$ cat config.mk
export PLATFORM = sky130hd
export DESIGN_NAME = hazard_sequencer
export DESIGN_NICKNAME = d
export VERILOG_FILES = /design/src/rtl/hazard_sequencer.sv
export SDC_FILE = /design/constraint.sdc
export NUM_CORES = 1
export LEC_CHECK = 0
export ABC_AREA = 1
export ABC_CLOCK_PERIOD_IN_PS = 5100
export CAP_MARGIN = 40
export CORE_ASPECT_RATIO = 1.25
export CORE_UTILIZATION = 51
export CTS_BUF_LIST = sky130_fd_sc_hd__clkbuf_8
export CTS_CLUSTER_SIZE = 40
export DETAILED_ROUTE_END_ITERATION = 8
export GPL_ROUTABILITY_DRIVEN = 0
export GPL_TIMING_DRIVEN = 0
export PLACE_DENSITY = 0.85
export SLEW_MARGIN = 25
export SYNTH_ARGS = -nofsm -noshare
export SYNTH_HDL_FRONTEND = slang
export SYNTH_SLANG_ARGS = --single-unit
$ cat constraint.sdc
create_clock -name clk -period 5.1 [get_ports clk]
set_clock_uncertainty 0.05 [all_clocks]
set_input_delay 1.02 -clock clk [delete_from_list [all_inputs] [get_ports clk]]
set_output_delay 1.02 -clock clk [all_outputs]
set_load 0.01 [all_outputs]
$ cat src/rtl/hazard_sequencer.sv
// Pipeline hazard sequencer: load-use / jr stalls, branch and jump flushes,
// external freeze, and saturating stall/flush event counters.
module hazard_sequencer #(
  parameter int CNT_W = 16
) (
  input  logic             clk,
  input  logic             reset,
  input  logic [4:0]       ID_Rs,
  input  logic [4:0]       ID_Rt,
  input  logic             ID_UsesRt,
  input  logic             ID_JumpReg,
  input  logic             ID_Jump,
  input  logic             EX_MemRead,
  input  logic             EX_RegWrite,
  input  logic [4:0]       EX_WriteRegister,
  input  logic             MEM_MemRead,
  input  logic [4:0]       MEM_WriteRegister,
  input  logic             MEM_BranchTaken,
  input  logic             ExtStall,
  output logic             PCWrite,
  output logic             IFID_Write,
  output logic             IDEX_Bubble,
  output logic             IFID_Flush,
  output logic             IDEX_Flush,
  output logic             EXMEM_Flush,
  output logic [CNT_W-1:0] StallCount,
  output logic [CNT_W-1:0] FlushCount,
  output logic             Busy
);

  typedef enum logic {RUN = 1'b0, STALL = 1'b1} state_t;

  localparam logic [CNT_W-1:0] CNT_ONE = {{(CNT_W-1){1'b0}}, 1'b1};
  localparam logic [CNT_W-1:0] CNT_MAX = {CNT_W{1'b1}};

  state_t           state_q, state_d;
  logic [1:0]       rem_q, rem_d;
  logic [CNT_W-1:0] stall_cnt_q, stall_cnt_d;
  logic [CNT_W-1:0] flush_cnt_q, flush_cnt_d;

  logic       ex_nz, mem_nz;
  logic       load_use, jr_ex, jr_mem;
  logic [1:0] need;

  // A destination of r0 never matches anything.
  assign ex_nz  = (EX_WriteRegister != 5'd0);
  assign mem_nz = (MEM_WriteRegister != 5'd0);

  assign load_use = EX_MemRead && ex_nz &&
                    ((EX_WriteRegister == ID_Rs) ||
                     (ID_UsesRt && (EX_WriteRegister == ID_Rt)));
  assign jr_ex    = ID_JumpReg && EX_RegWrite && ex_nz && (EX_WriteRegister == ID_Rs);
  assign jr_mem   = ID_JumpReg && MEM_MemRead && mem_nz && (MEM_WriteRegister == ID_Rs);

  always_comb begin
    need = 2'd0;
    if (load_use || jr_mem || jr_ex) need = 2'd1;
    // jr waiting on a load still in EX needs the value two cycles later.
    if (jr_ex && EX_MemRead) need = 2'd2;
  end

  always_comb begin
    PCWrite     = 1'b1;
    IFID_Write  = 1'b1;
    IDEX_Bubble = 1'b0;
    IFID_Flush  = 1'b0;
    IDEX_Flush  = 1'b0;
    EXMEM_Flush = 1'b0;
    state_d     = state_q;
    rem_d       = rem_q;

    if (ExtStall) begin
      // Full freeze: the branch in MEM is held and acted on once released.
      PCWrite    = 1'b0;
      IFID_Write = 1'b0;
    end else if (MEM_BranchTaken) begin
      IFID_Flush  = 1'b1;
      IDEX_Flush  = 1'b1;
      EXMEM_Flush = 1'b1;
      state_d     = RUN;
      rem_d       = 2'd0;
    end else if (state_q == STALL) begin
      PCWrite     = 1'b0;
      IFID_Write  = 1'b0;
      IDEX_Bubble = 1'b1;
      rem_d       = (rem_q == 2'd0) ? 2'd0 : rem_q - 2'd1;
      if (rem_q <= 2'd1) state_d = RUN;
    end else if (need != 2'd0) begin
      PCWrite     = 1'b0;
      IFID_Write  = 1'b0;
      IDEX_Bubble = 1'b1;
      if (need == 2'd2) begin
        state_d = STALL;
        rem_d   = need - 2'd1;
      end
    end else if (ID_Jump) begin
      IFID_Flush = 1'b1;
    end
  end

  always_comb begin
    stall_cnt_d = stall_cnt_q;
    flush_cnt_d = flush_cnt_q;
    if (IDEX_Bubble && (stall_cnt_q != CNT_MAX)) stall_cnt_d = stall_cnt_q + CNT_ONE;
    if (IFID_Flush && (flush_cnt_q != CNT_MAX)) flush_cnt_d = flush_cnt_q + CNT_ONE;
  end

  always_ff @(posedge clk or posedge reset) begin
    if (reset) begin
      state_q     <= RUN;
      rem_q       <= 2'd0;
      stall_cnt_q <= '0;
      flush_cnt_q <= '0;
    end else begin
      state_q     <= state_d;
      rem_q       <= rem_d;
      stall_cnt_q <= stall_cnt_d;
      flush_cnt_q <= flush_cnt_d;
    end
  end

  assign StallCount = stall_cnt_q;
  assign FlushCount = flush_cnt_q;
  assign Busy       = (state_q == STALL);

endmodule
==> results of run 1 <==
kinds of logic (layout without fill, tap and decap cells):
logic type      Yosys count  in the layout  synth area share
simple gates            199            199             0.379
buf+inv                  62            138             0.105
flops                    35             35             0.361
xor+xnor                 25             25            0.0903
compound gates           17             17            0.0392
fa+ha+maj                 5              5            0.0258
through the flow:
| step | std cells | setup WS [ns] |
|---|---|---|
| finish | 477 | 0.513 |
| floorplan | 343 | 1.76 |
| global placement | 469 | 0.575 |
| CTS | 476 | 0.506 |
| detailed placement | 469 | 0.512 |
| global route | 477 | 0.327 |
worst min path at each step:
stage,endpoint,cells past startpoint,start
CTS,rem_q[0],2,rem_q[0]
global route,rem_q[0],2,rem_q[0]
detailed placement,rem_q[0],2,rem_q[0]
floorplan,rem_q[1],2,rem_q[1]
global placement,rem_q[0],2,rem_q[0]
finish,rem_q[0],2,rem_q[0]
routing by layer:
layer / GRT usage / part of all wire / vias to the layer above
met5: 0 / 0 / -
met4: 0.0818 / 0.0085 / 0
met3: 0.0560 / 0.051 / 6
met2: 0.423 / 0.50 / 74
met1: 0.296 / 0.44 / 1086
li1: - / - / 1219
synth_stat cells, drive strengths merged (4+ instances only):
cell,instances
nand2,118
inv,58
dfrtp,35
nor2,27
nand3,22
xor2,17
nand4,16
o21ai,13
xnor2,8
nor3,7
ha,5
buf,4
nor4,4
worst max-delay path, stage by stage:
cell and delay (ns):
clkdlybuf4s50_1 0.50, inv_1 0.09, nand2_1 0.06, nand2_1 0.06, nor2_1 0.08, nand3_1 0.10
inv_1 0.08, nand3_1 0.15, nand2_1 0.17, ha_1 0.19, a21oi_1 0.11, nor2_2 0.16
o21a_2 0.20, clkdlybuf4s50_1 0.55
final cells by class:
class | instances | area (um2)
Multi-Input combinational cell | 246 | 1300
Fill cell | 344 | 1190
Sequential cell | 35 | 876
Timing Repair Buffer | 69 | 701
Inverter | 58 | 220
Tap cell | 58 | 72.6
Clock buffer | 5 | 68.8
Clock inverter | 2 | 33.8
Buffer | 4 | 33.8
registers in the layout (all words and copies together) (netlist names):
| signal | cells |
|---|---|
| rem_q | 2 |
| FlushCount | 16 |
| Busy | 1 |
| StallCount | 16 |
where the power goes:
part	leakage, nW	switching (mW)	internal, mW
Sequential	0.450	0.0801	0.326
Combinational	1.14	0.141	0.159
Clock	0.0554	0.0997	0.141
==> results.yml, run 1 <==
floorplanning:
  coreArea_um2: 4490
  die_h_um: 79.1
  dieArea_um2: 5040
  num_rows: 27
  num_io_pins: 69
  die_w_um: 63.7
  initial_utilization: 0.540
global_route:
  grt_pass1_vias: 2195
  grt-ovfl-total: 0
  grt_max_degree: 36
  grt_pass1_wl_mm: 9.65
  grtUsageTotal: 0.245
  antenna_found_initial: 0
worst_setup_path:
  crit_path_end: "IFID_Flush"
  crit_arrival_ns: 3.52
  ff2ff_path_depth: 9
  r2r_setup_slack_ns: 3.33
  cp_max_fo: 4
  crit_start: "EX_WriteRegister[2]"
  regToRegStartpoint: "StallCount[0]"
  crit_type: "in -> out"
  setup.worst_path.end_class: "output pin"
  startpoint_type: "input pin"
  r2r-end: "StallCount[9]"
  critical_path_required_ns: 4.03
routing:
  vias: 2385
  drtAntennaViolNets: 0
  drc_errors: 0
  wl_mm: 5.75
  wl_per_cell_um: 12.0
  avgViaCountPerCell: 5.00
  first_iter_violations: 92
  dr.pass1.iters: 4
yosys:
  ys.flop_type: "dfrtp_1"
  synth_top_area_share: 0.361
  netlist_instances: 343
  synth_cell_types: 32
  yosys-top-cells-area: "dfrtp_1, nand2_1, inv_1"
  yosysTopAreaCell: "dfrtp_1"
  ys_ff_latch: 35
  syn_avg_cell_area_um2: 7.07
  yosysWarnings: 0
  ys_seq_area_frac: 0.361
  syn_area_um2: 2430
  synthArstFlopShare: 1.00
  synthesis.nets: 378
  synth_edf_count: 0
clocking:
  postCtsSetupBuffers: 0
  clockRootBuffer: "clkbuf_8"
  cts.path.max_buffers: 2
  ctsResizeCount: 0
  cts.sinks: 35
  cts_tree: "built"
  cts_htree_levels: 2
  clk_pin_slew_ns: 0.06
  cts_buffers: 5
  holdBufCountCts: 0
  clk_latency_ns: 0.29
placed_design:
  place_hpwl_mm: 4.38
  port-buffer-count: 68
  placed_cell_area_um2: 3180
timing:
  whs_ns: 0.428
  hold_violations: 0
  period_needed_ns: 4.59
  finalSetupTns_ns: 0
  rsz0062_at_grt: "false"
  relSlewSlack: 0.713
  fmax_ghz: 0.218
  drv_slew: 0
  worst_pin_slew_ns: 0.429
  period_share: 0.899
  setup_viol: 0
run:
  drv_cap: 0
final_layout:
  area_delta_synth_final_pct: 36.1
  drive_above_1_share: 0.0788
  nets: 454
  antenna_cells: 0
  final_cell_mix: "nand2_1, clkdlybuf4s50_1, inv_1"
  final_common_cell: "nand2_1"
  fin_util: 0.735
  final_area_um2: 3300
hold_path:
  hold_path.class: "reg -> reg"
power_and_ir_drop:
  power.density_nw_per_um2: 287
  power.leakage_nw: 1.65
  power.total_mw: 0.947
  ir_drop_uv: 313
status:
  status: "finished clean"
(Power assumes the default switching activity.)
==> run 2, diff against run 1 <==
SLEW_MARGIN = 40   (was 25)
==> run 2 against run 1 <==
Combinational power is essentially flat. Clock power is essentially flat. Flip-flop and latch count is the same. Wire length grew 0.12%. Critical path depth is the same. First-iteration DRC count shrank 11%. Largest power group unchanged.
==> results.yml, run 2 (synthesis gave the netlist of run 1 again) <==
status:
  status: "finished clean"
clocking:
  cts_htree_levels: 2
  holdBufCountCts: 0
  clk_pin_slew_ns: 0.06
  cts_buffers: 5
  cts.path.max_buffers: 2
  ctsResizeCount: 0
  cts.sinks: 35
  clk_latency_ns: 0.29
  cts_tree: "built"
  clockRootBuffer: "clkbuf_8"
  postCtsSetupBuffers: 0
run:
  drv_cap: 0
timing:
  period_share: 0.899
  hold_violations: 0
  drv_slew: 0
  fmax_ghz: 0.218
  worst_slack_ns: 0.517
  finalSetupTns_ns: 0
  relSlewSlack: 0.593
  worst_pin_slew_ns: 0.609
  rsz0062_at_grt: "false"
  period_needed_ns: 4.58
  setup_viol: 0
power_and_ir_drop:
  power.density_nw_per_um2: 288
  internal-power_mw: 0.625
  p_comb_frac: 0.317
  ir_drop_uv: 314
  swShare: 0.339
  p_switching_mw: 0.320
  power.leakage_nw: 1.64
  seq_power_share: 0.429
  clock_power_share: 0.254
worst_setup_path:
  cp_max_fo: 4
  cpMostUsedCell: "nand2_1"
  startpoint_type: "input pin"
  regToRegStartpoint: "StallCount[0]"
  critical_path_required_ns: 4.03
  setup.worst_path.end_class: "output pin"
  r2r-end: "StallCount[9]"
  max_stage_delay_ns: 0.55
  cpMaxStageDelayCell: "clkdlybuf4s50_1"
  crit_arrival_ns: 3.51
  crit_type: "in -> out"
  path_cells: "clkdlybuf4s50_1 > inv_1 > nand2_1 > nand2_1 > nor2_1 > nand3_1 > inv_1 > nand3_1 > nand2_1 > ha_1 > a21oi_1 > nor2_2 > o21a_2 > clkdlybuf4s50_1"
  ff2ff_path_depth: 9
  r2r_setup_slack_ns: 3.34
final_layout:
  fill_cells: 344
  final_cell_mix: "nand2_1, clkdlybuf4s50_1, inv_1"
  antenna_cells: 0
  nets: 453
  area_delta_synth_final_pct: 35.3
  final_common_cell: "nand2_1"
  drive_above_1_share: 0.0766
floorplanning:
  dieArea_um2: 5040
  initial_utilization: 0.540
  die_h_um: 79.1
  coreArea_um2: 4490
  die_w_um: 63.7
  num_rows: 27
  num_io_pins: 69
placed_design:
  port-buffer-count: 68
  place_hpwl_mm: 4.38
  dp_slack_ns: 0.512
hold_path:
  hold_end: "rem_q[0]"
  whs_path_depth: 2
  hold_path.class: "reg -> reg"
  hold_path_startpoint: "rem_q[0]"
global_route:
  grt-ovfl-total: 0
  grt_max_degree: 36
  grt_pass1_vias: 2195
  grt_pass1_wl_mm: 9.65
  grtUsageTotal: 0.245
  antenna_found_initial: 0
routing:
  avgViaCountPerCell: 4.93
  drtAntennaViolNets: 0
  dr.pass1.iters: 4
  vias: 2346
  wl_per_cell_um: 12.1
  first_iter_violations: 82
  wl_mm: 5.75
  drc_errors: 0
## run 2: cell count changes in the layout (fill, tap and decap cells not counted), sizes merged
cell,delta
clkinv,+1
buf,-1
inv,-1
## run 2: worst max-delay path, delay by kind of cell
family / cells / cell delay, ns
compound gates: 2 / 0.30
buf+inv: 4 / 1.22
fa+ha+maj: 1 / 0.19
simple gates: 7 / 0.77
## run 2: worst max path at each step
stage	from	to	slack (ns)	depth (start not counted)
floorplan	ID_Rs[0]	IFID_Flush	1.76	12
global placement	EX_WriteRegister[4]	IFID_Flush	0.57	14
detailed placement	EX_WriteRegister[4]	IFID_Flush	0.51	14
CTS	EX_WriteRegister[4]	IFID_Flush	0.51	14
global route	EX_WriteRegister[4]	IFID_Flush	0.33	14
finish	EX_WriteRegister[4]	IFID_Flush	0.52	14
## run 2: final cells by class
cell class                      instances  area, um2  share of cell area
Inverter                               58        221              0.0675
Clock buffer                            5       68.8              0.0210
Tap cell                               58       72.6              0.0221
Buffer                                  4       33.8              0.0103
Multi-Input combinational cell        246       1300               0.395
Timing Repair Buffer                   68        681               0.207
Clock inverter                          2       33.8              0.0103
Sequential cell                        35        876               0.267
## run 2: through the flow
stage | instance area (um2) | total power [mW] | utilization | hold WS [ns] | std cells
floorplan | 2430 | 0.544 | - | 0.398 | 343
finish | 3280 | 0.945 | 0.731 | 0.427 | 476
detailed placement | 3180 | 0.707 | 0.708 | 0.419 | 469
CTS | 3280 | 0.950 | 0.730 | 0.433 | 476
global route | 3280 | 1.00 | 0.731 | 0.495 | 476
global placement | 3180 | 0.700 | 0.708 | 0.414 | 469
## run 2: layer usage
layer / track usage / vias up / share of wire
li1: - / 1217 / -
met1: 0.296 / 1061 / 0.45
met2: 0.423 / 61 / 0.50
met3: 0.0560 / 7 / 0.044
met4: 0.0818 / 0 / 0.0089
met5: 0 / - / 0
## run 2: power groups by stage
stage          clock (mW)  sequential [mW]  combinational, mW
5_1_grt             0.257            0.415              0.330
4_1_cts             0.245            0.404              0.301
6_report            0.240            0.406              0.299
3_3_place_gp            0            0.406              0.294
2_1_floorplan           0            0.412              0.132
3_5_place_dp            0            0.408              0.299
